File: src/rtl/run_monitor.sv
// run_monitor: tracks one program run from start to drain or timeout,
// snapshotting watched writeback registers and counting retirements.
module run_monitor #(
  parameter int DATA_W         = 32,
  parameter int NUM_WB         = 2,
  parameter int NUM_WATCH      = 2,
  parameter int WATCH_BASE     = 10,
  parameter int DRAIN_CYCLES   = 8,
  parameter int TIMEOUT_CYCLES = 1000,
  parameter int CNT_W          = 16
) (
  input  logic                        clk,
  input  logic                        reset,
  input  logic                        start,
  input  logic [NUM_WB-1:0]           wb_valid,
  input  logic [5*NUM_WB-1:0]         wb_addr,
  input  logic [DATA_W*NUM_WB-1:0]    wb_data,
  input  logic                        fetch_complete,
  input  logic                        pipe_busy,
  output logic [NUM_WATCH-1:0]        watch_ready,
  output logic [DATA_W*NUM_WATCH-1:0] watch_value,
  output logic                        busy,
  output logic                        done,
  output logic                        timed_out,
  output logic [CNT_W-1:0]            cycle_count,
  output logic [CNT_W-1:0]            retired_count
);

  localparam int DW = $clog2(DRAIN_CYCLES + 1);
  localparam int IW = $clog2(NUM_WB + 1);

  typedef enum logic [2:0] {
    IDLE,
    RUN,
    DRAIN,
    DONE,
    TIMEOUT
  } state_t;

  state_t state, state_n;

  logic [DW-1:0]            drain_cnt;
  logic                     active;
  logic                     restart;
  logic                     idle_cyc;
  logic                     drain_hit;
  logic                     tmo_hit;
  logic [IW-1:0]            ret_inc;
  logic [CNT_W:0]           ret_sum;
  logic [NUM_WATCH-1:0]     rdy_n;
  logic [DATA_W*NUM_WATCH-1:0] val_n;

  assign active   = (state == RUN) || (state == DRAIN);
  assign restart  = start &&
                    ((state == IDLE) || (state == DONE) ||
                     (state == TIMEOUT));
  assign idle_cyc = !pipe_busy && (wb_valid == '0);
  assign drain_hit = (state == DRAIN) && idle_cyc &&
                     (drain_cnt == DW'(DRAIN_CYCLES - 1));
  assign tmo_hit  = active && !drain_hit &&
                    (cycle_count == CNT_W'(TIMEOUT_CYCLES - 1));

  assign busy      = active;
  assign done      = (state == DONE);
  assign timed_out = (state == TIMEOUT);

  // next-state selection; completion outranks timeout
  always_comb begin
    state_n = state;
    unique case (state)
      IDLE:    if (start) state_n = RUN;
      RUN: begin
        if (tmo_hit)             state_n = TIMEOUT;
        else if (fetch_complete) state_n = DRAIN;
      end
      DRAIN: begin
        if (drain_hit)    state_n = DONE;
        else if (tmo_hit) state_n = TIMEOUT;
      end
      DONE:    if (start) state_n = RUN;
      TIMEOUT: if (start) state_n = RUN;
      default: state_n = IDLE;
    endcase
  end

  // watched-register capture; later ports overwrite earlier ones
  always_comb begin
    rdy_n   = watch_ready;
    val_n   = watch_value;
    ret_inc = '0;
    for (int i = 0; i < NUM_WB; i++) begin
      if (wb_valid[i] && (wb_addr[5*i +: 5] != 5'd0)) begin
        ret_inc = ret_inc + IW'(1);
        for (int k = 0; k < NUM_WATCH; k++) begin
          if (wb_addr[5*i +: 5] == 5'(WATCH_BASE + k)) begin
            rdy_n[k] = 1'b1;
            val_n[DATA_W*k +: DATA_W] = wb_data[DATA_W*i +: DATA_W];
          end
        end
      end
    end
    ret_sum = {1'b0, retired_count} + (CNT_W+1)'(ret_inc);
  end

  // state register
  always_ff @(posedge clk or negedge reset) begin
    if (!reset) state <= IDLE;
    else        state <= state_n;
  end

  // consecutive idle-cycle counter while draining
  always_ff @(posedge clk or negedge reset) begin
    if (!reset) begin
      drain_cnt <= '0;
    end else if (restart) begin
      drain_cnt <= '0;
    end else if (state == DRAIN) begin
      if (!idle_cyc)      drain_cnt <= '0;
      else if (drain_hit) drain_cnt <= '0;
      else                drain_cnt <= drain_cnt + DW'(1);
    end
  end

  // run-length and retirement counters, both saturating
  always_ff @(posedge clk or negedge reset) begin
    if (!reset) begin
      cycle_count   <= '0;
      retired_count <= '0;
    end else if (restart) begin
      cycle_count   <= '0;
      retired_count <= '0;
    end else if (active) begin
      if (cycle_count != '1)
        cycle_count <= cycle_count + CNT_W'(1);
      if (ret_sum[CNT_W])
        retired_count <= '1;
      else
        retired_count <= ret_sum[CNT_W-1:0];
    end
  end

  // watched-register snapshot registers
  always_ff @(posedge clk or negedge reset) begin
    if (!reset) begin
      watch_ready <= '0;
      watch_value <= '0;
    end else if (restart) begin
      watch_ready <= '0;
      watch_value <= '0;
    end else if (active) begin
      watch_ready <= rdy_n;
      watch_value <= val_n;
    end
  end

endmodule

File: config.mk
export PLATFORM = sky130hd
export DESIGN_NAME = run_monitor
export DESIGN_NICKNAME = d
export VERILOG_FILES = /design/src/rtl/run_monitor.sv
export SDC_FILE = /design/constraint.sdc
export NUM_CORES = 1
export LEC_CHECK = 0
export ABC_AREA = 1
export BUFFER_PORTS_ARGS = -buffer_cell sky130_fd_sc_hd__buf_2
export CELL_PAD_IN_SITES_DETAIL_PLACEMENT = 1
export CELL_PAD_IN_SITES_GLOBAL_PLACEMENT = 1
export CORE_ASPECT_RATIO = 0.9
export CORE_UTILIZATION = 37
export DETAILED_ROUTE_END_ITERATION = 16
export GPL_ROUTABILITY_DRIVEN = 0
export PLACE_DENSITY_LB_ADDON = 0.2
export SETUP_SLACK_MARGIN = 0.02
export SLEW_MARGIN = 10
export SYNTH_ARGS = -nofsm -noshare
export SYNTH_HDL_FRONTEND = slang
export SYNTH_SLANG_ARGS = --single-unit
File: constraint.sdc
create_clock -name clk -period 2.5 [get_ports clk]
set_input_delay 0 -clock clk [delete_from_list [all_inputs] [get_ports clk]]
set_output_delay 0 -clock clk [all_outputs]
set_load 0.01 [all_outputs]
==> summary.txt <==
Status
  – Status: finished, final reports clean

Synthesis
  – FFs w/ async S/R, synth: 100%
  – Leading register cell type out of synthesis: dfrtp_1
  – Combinational family with the most area after synthesis: simple AND/OR/NAND/NOR gates
  – Netlist Area Pre-Place: 6720 sq um
  – Fraction of the mapped netlist area in compound gates: 12.3%
  – Count of distinct cell types in the synthesized netlist: 38
  – Number of synthesized flops with an enable pin: 0
  – Ys Warns: 0
  – Post-synthesis share of cell area spent on full adders, half adders and majority gates: 1.23%
  – Net count after synthesis: 1065
  – Yosys reg bits: 105
  – Share of synthesized area spent on multiplexers: 0%
  – Fraction of the yosys area taken by sequential cells: 39.1%
  – Gate count after technology mapping: 978
  – Post-synthesis xor/xnor area fraction: 1.17%
  – Average footprint of a synthesized cell: 6.87 sq um
  – Post-synthesis simple-gate area fraction: 34.8%

Global route
  – Routing layer with the top usage in global route: met2
  – Final global-route overflow total: 0
  – First-pass GRT wire length: 37.8 mm
  – Vias in the first global route: 7299
  – Antenna violations before repair: 2
  – Met2 demand-to-capacity share in global routing: 44.9%
  – Routing usage on met1: 33.7%
  – Overall global routing resource usage: 25.9%
  – Met3 global-route usage: 4.55%
  – Maximum number of pins on one net before global-route repair: 49

Power and ir drop
  – Switching Share: 44.5%
  – Internal Power: 0.00381 W
  – Net switching power: 0.00306 W
  – Share of power burned in combinational logic: 45.1%
  – Pwr dens: 817 nW/um^2
  – Portion of total power attributed to sequential cells: 34.7%
  – Leakage: 4.61 nW
  – Peak supply drop: 0.000423 V
  – Portion of total power attributed to the clock network: 20.2%

Route
  – Via count: 7204
  – Initial detailed-routing violation count: 278
  – WL final: 23.4 mm
  – Count of unresolved DRC violations after routing: 0
  – Number of detailed-route iterations in the first pass: 5
  – Number of nets still failing antenna checks after routing: 0
  – Via density per instance: 5.07
  – Avg WL per Cell: 16.5 microns

Layout
  – Fillers: 2385
  – Leading cell type in the layout, fill and taps excluded: nand2_1
  – Non-Filler Instances: 1421
  – Fraction of layout instances using a drive strength above 1: 21.6%
  – Commonest cells after routing, fill and taps aside: nand2_1 (266), buf_2 (180), nor2_1 (107), dfrtp_1 (105), inv_1 (103)
  – Number of nets at the end of the flow: 1261
  – Area added between synthesis and finish: 25.3%

Placed design
  – PortBufs: 181
  – Number of placed instances with taps included: 1368
  – Worst Setup Slack post-DPL: 52.2 ps
  – Post-DP HPWL: 16.4 mm

Critical path
  – Data arrival time of the worst path: 2570 ps
  – WP data required: 2790 ps
  – Max FO, Critical Path: 46
  – Endpoint kind of the worst setup timing path: flop
  – Launching element type of the critical path: flop
  – WS Path Type: reg2reg

Clock tree
  – Maximum buffer depth of the clock tree: 2
  – Clk sinks: 105
  – Number of H-tree levels: 3
  – Clock Pin Slew Worst Setup and Hold Paths: 80 ps
  – Clock latency at the later pin of the worst-skew pair: 350 ps
  – Root buf cell: clkbuf_16
  – Inserted Clock Buffers: 9
  – CTS tree: built

Timing
  – Worst Setup Slack, final: 219 ps
  – Min Clock Period, post-route: 2280 ps
  – Maximum clock frequency: 438 MHz
  – Post-Route Skew: 8.42 ps
  – Final number of hold-violating endpoints: 0
  – Tightest Pin Transition: 696 ps
  – Max_slew headroom: 53.5%
  – Setup repair after global routing missed its margin: false
  – Setup TNS Final: 0 ps
  – Final cycle utilization of the critical path: 91.2%
  – Setup-violating endpoint count in the final report: 0
  – Final max-slew violation count: 0

Worst hold path
  – Min-delay worst type: in2reg

Die
  – Die span in x: 144 microns
  – Floorplan row count: 46
  – Starting density of the core: 38.0%
  – I/O pin count: 182
  – Overall die area: 18700 sq um
  – Standard cell core area: 17700 sq um
  – Die extent in y: 130 microns

Run
  – Maximum Capacitance Violations: 0
what timing repair did:
action	CTS	global route
resized for setup	0	1
hold endpoints to repair	67	0
endpoints found under the setup margin	0	11
buffers inserted	0	0
hold buffers	35	0
layer usage:
metal  vias up  part of all wire (%)
met4         2                  0.93
met1      3496                    46
met5         -                 0.073
li1       3516                     -
met3        21                   5.2
met2       169                    48
final timing paths:
kind | slack [ps] | cells past startpoint | startpoint | endpoint
worst min-delay path | 0.08 | 5 | wb_data[18] | watch_value[18]
worst min register to register | 490 | 2 | state[2] | state[2]
min in group asynchronous | 200 | 2 | reset | retired_count[5]
max in group asynchronous | 1550 | 3 | reset | watch_value[17]
worst max register to register | 220 | 7 | state[2] | watch_value[4]
worst max-delay path | 220 | 7 | state[2] | watch_value[4]
per-stage QoR:
step / hold slack [ps] / total power (W) / instance area (sq um) / utilization, %
after floorplan: -296 / 0.00440 / 6720 / -
after global placement: 62.4 / 0.00537 / 7770 / 44.0
after detailed placement: 63.6 / 0.00545 / 7770 / 44.0
after CTS: 0.829 / 0.00693 / 8400 / 47.5
after global routing: 19.0 / 0.00740 / 8410 / 47.6
final: 0.0800 / 0.00687 / 8410 / 47.6
power by group through the flow:
stage	Sequential, W	Combinational (W)	Clock, W
floorplan	0.00253	0.00187	0
global placement	0.00240	0.00296	0
detailed placement	0.00241	0.00303	0
CTS	0.00239	0.00311	0.00143
global route	0.00244	0.00348	0.00148
finish	0.00239	0.00310	0.00139
registers in the layout, indices dropped and copies added (netlist names):
signal / count
drain_cnt: 4
state: 3
cycle_count: 16
retired_count: 16
watch_ready: 2
watch_value: 64
logic make-up (layout without fill, tap and decap cells):
| group | Yosys count | in the layout |
|---|---|---|
| simple gates | 528 | 528 |
| buf+inv | 169 | 370 |
| compound gates | 161 | 161 |
| flops | 105 | 105 |
| xor+xnor | 9 | 9 |
| fa+ha+maj | 6 | 6 |
| other cells | 0 | 2 |
worst max-delay path, cell delays in order, from the launching register on:
cell and delay, ps:
dfrtp_1 390, inv_1 120, nand3_1 170, nand2_2 110
buf_4 490, o21ai_0 190, o21ai_1 170, dlygate4sd3_1 570
synth_stat cells (2+ instances only):
cell / count / area [sq um]
nor3_1: 8 / 40.0
nand3b_1: 10 / 75.1
buf_2: 33 / 165
o21ai_0: 29 / 145
nand3_1: 90 / 450
nor3_2: 2 / 20.0
buf_1: 4 / 15.0
ha_1: 5 / 62.6
or2_2: 2 / 12.5
buf_6: 10 / 113
nand4_1: 21 / 131
dfrtp_1: 105 / 2630
nand3_2: 3 / 30.0
inv_1: 103 / 387
nand2_2: 2 / 12.5
o21ai_1: 34 / 170
nor2_1: 108 / 405
xor2_1: 8 / 70.1
nor2_2: 5 / 31.3
nand2_1: 267 / 1000
inv_2: 14 / 52.6
a21oi_1: 93 / 465
buf_4: 4 / 30.0
nand2_4: 4 / 45.0
cell type report:
class / instances / area (sq um) / share of cell area, %
clock inverter: 4 / 28.8 / 0.342
antenna: 2 / 5.00 / 0.0595
tap: 240 / 300 / 3.57
clock buffer: 12 / 246 / 2.93
sequential: 105 / 2630 / 31.2
inverter: 117 / 439 / 5.22
multi-input combinational: 704 / 3340 / 39.7
timing repair buffer: 237 / 1430 / 17.0
Note: power is estimated with default switching activity, not from simulation.
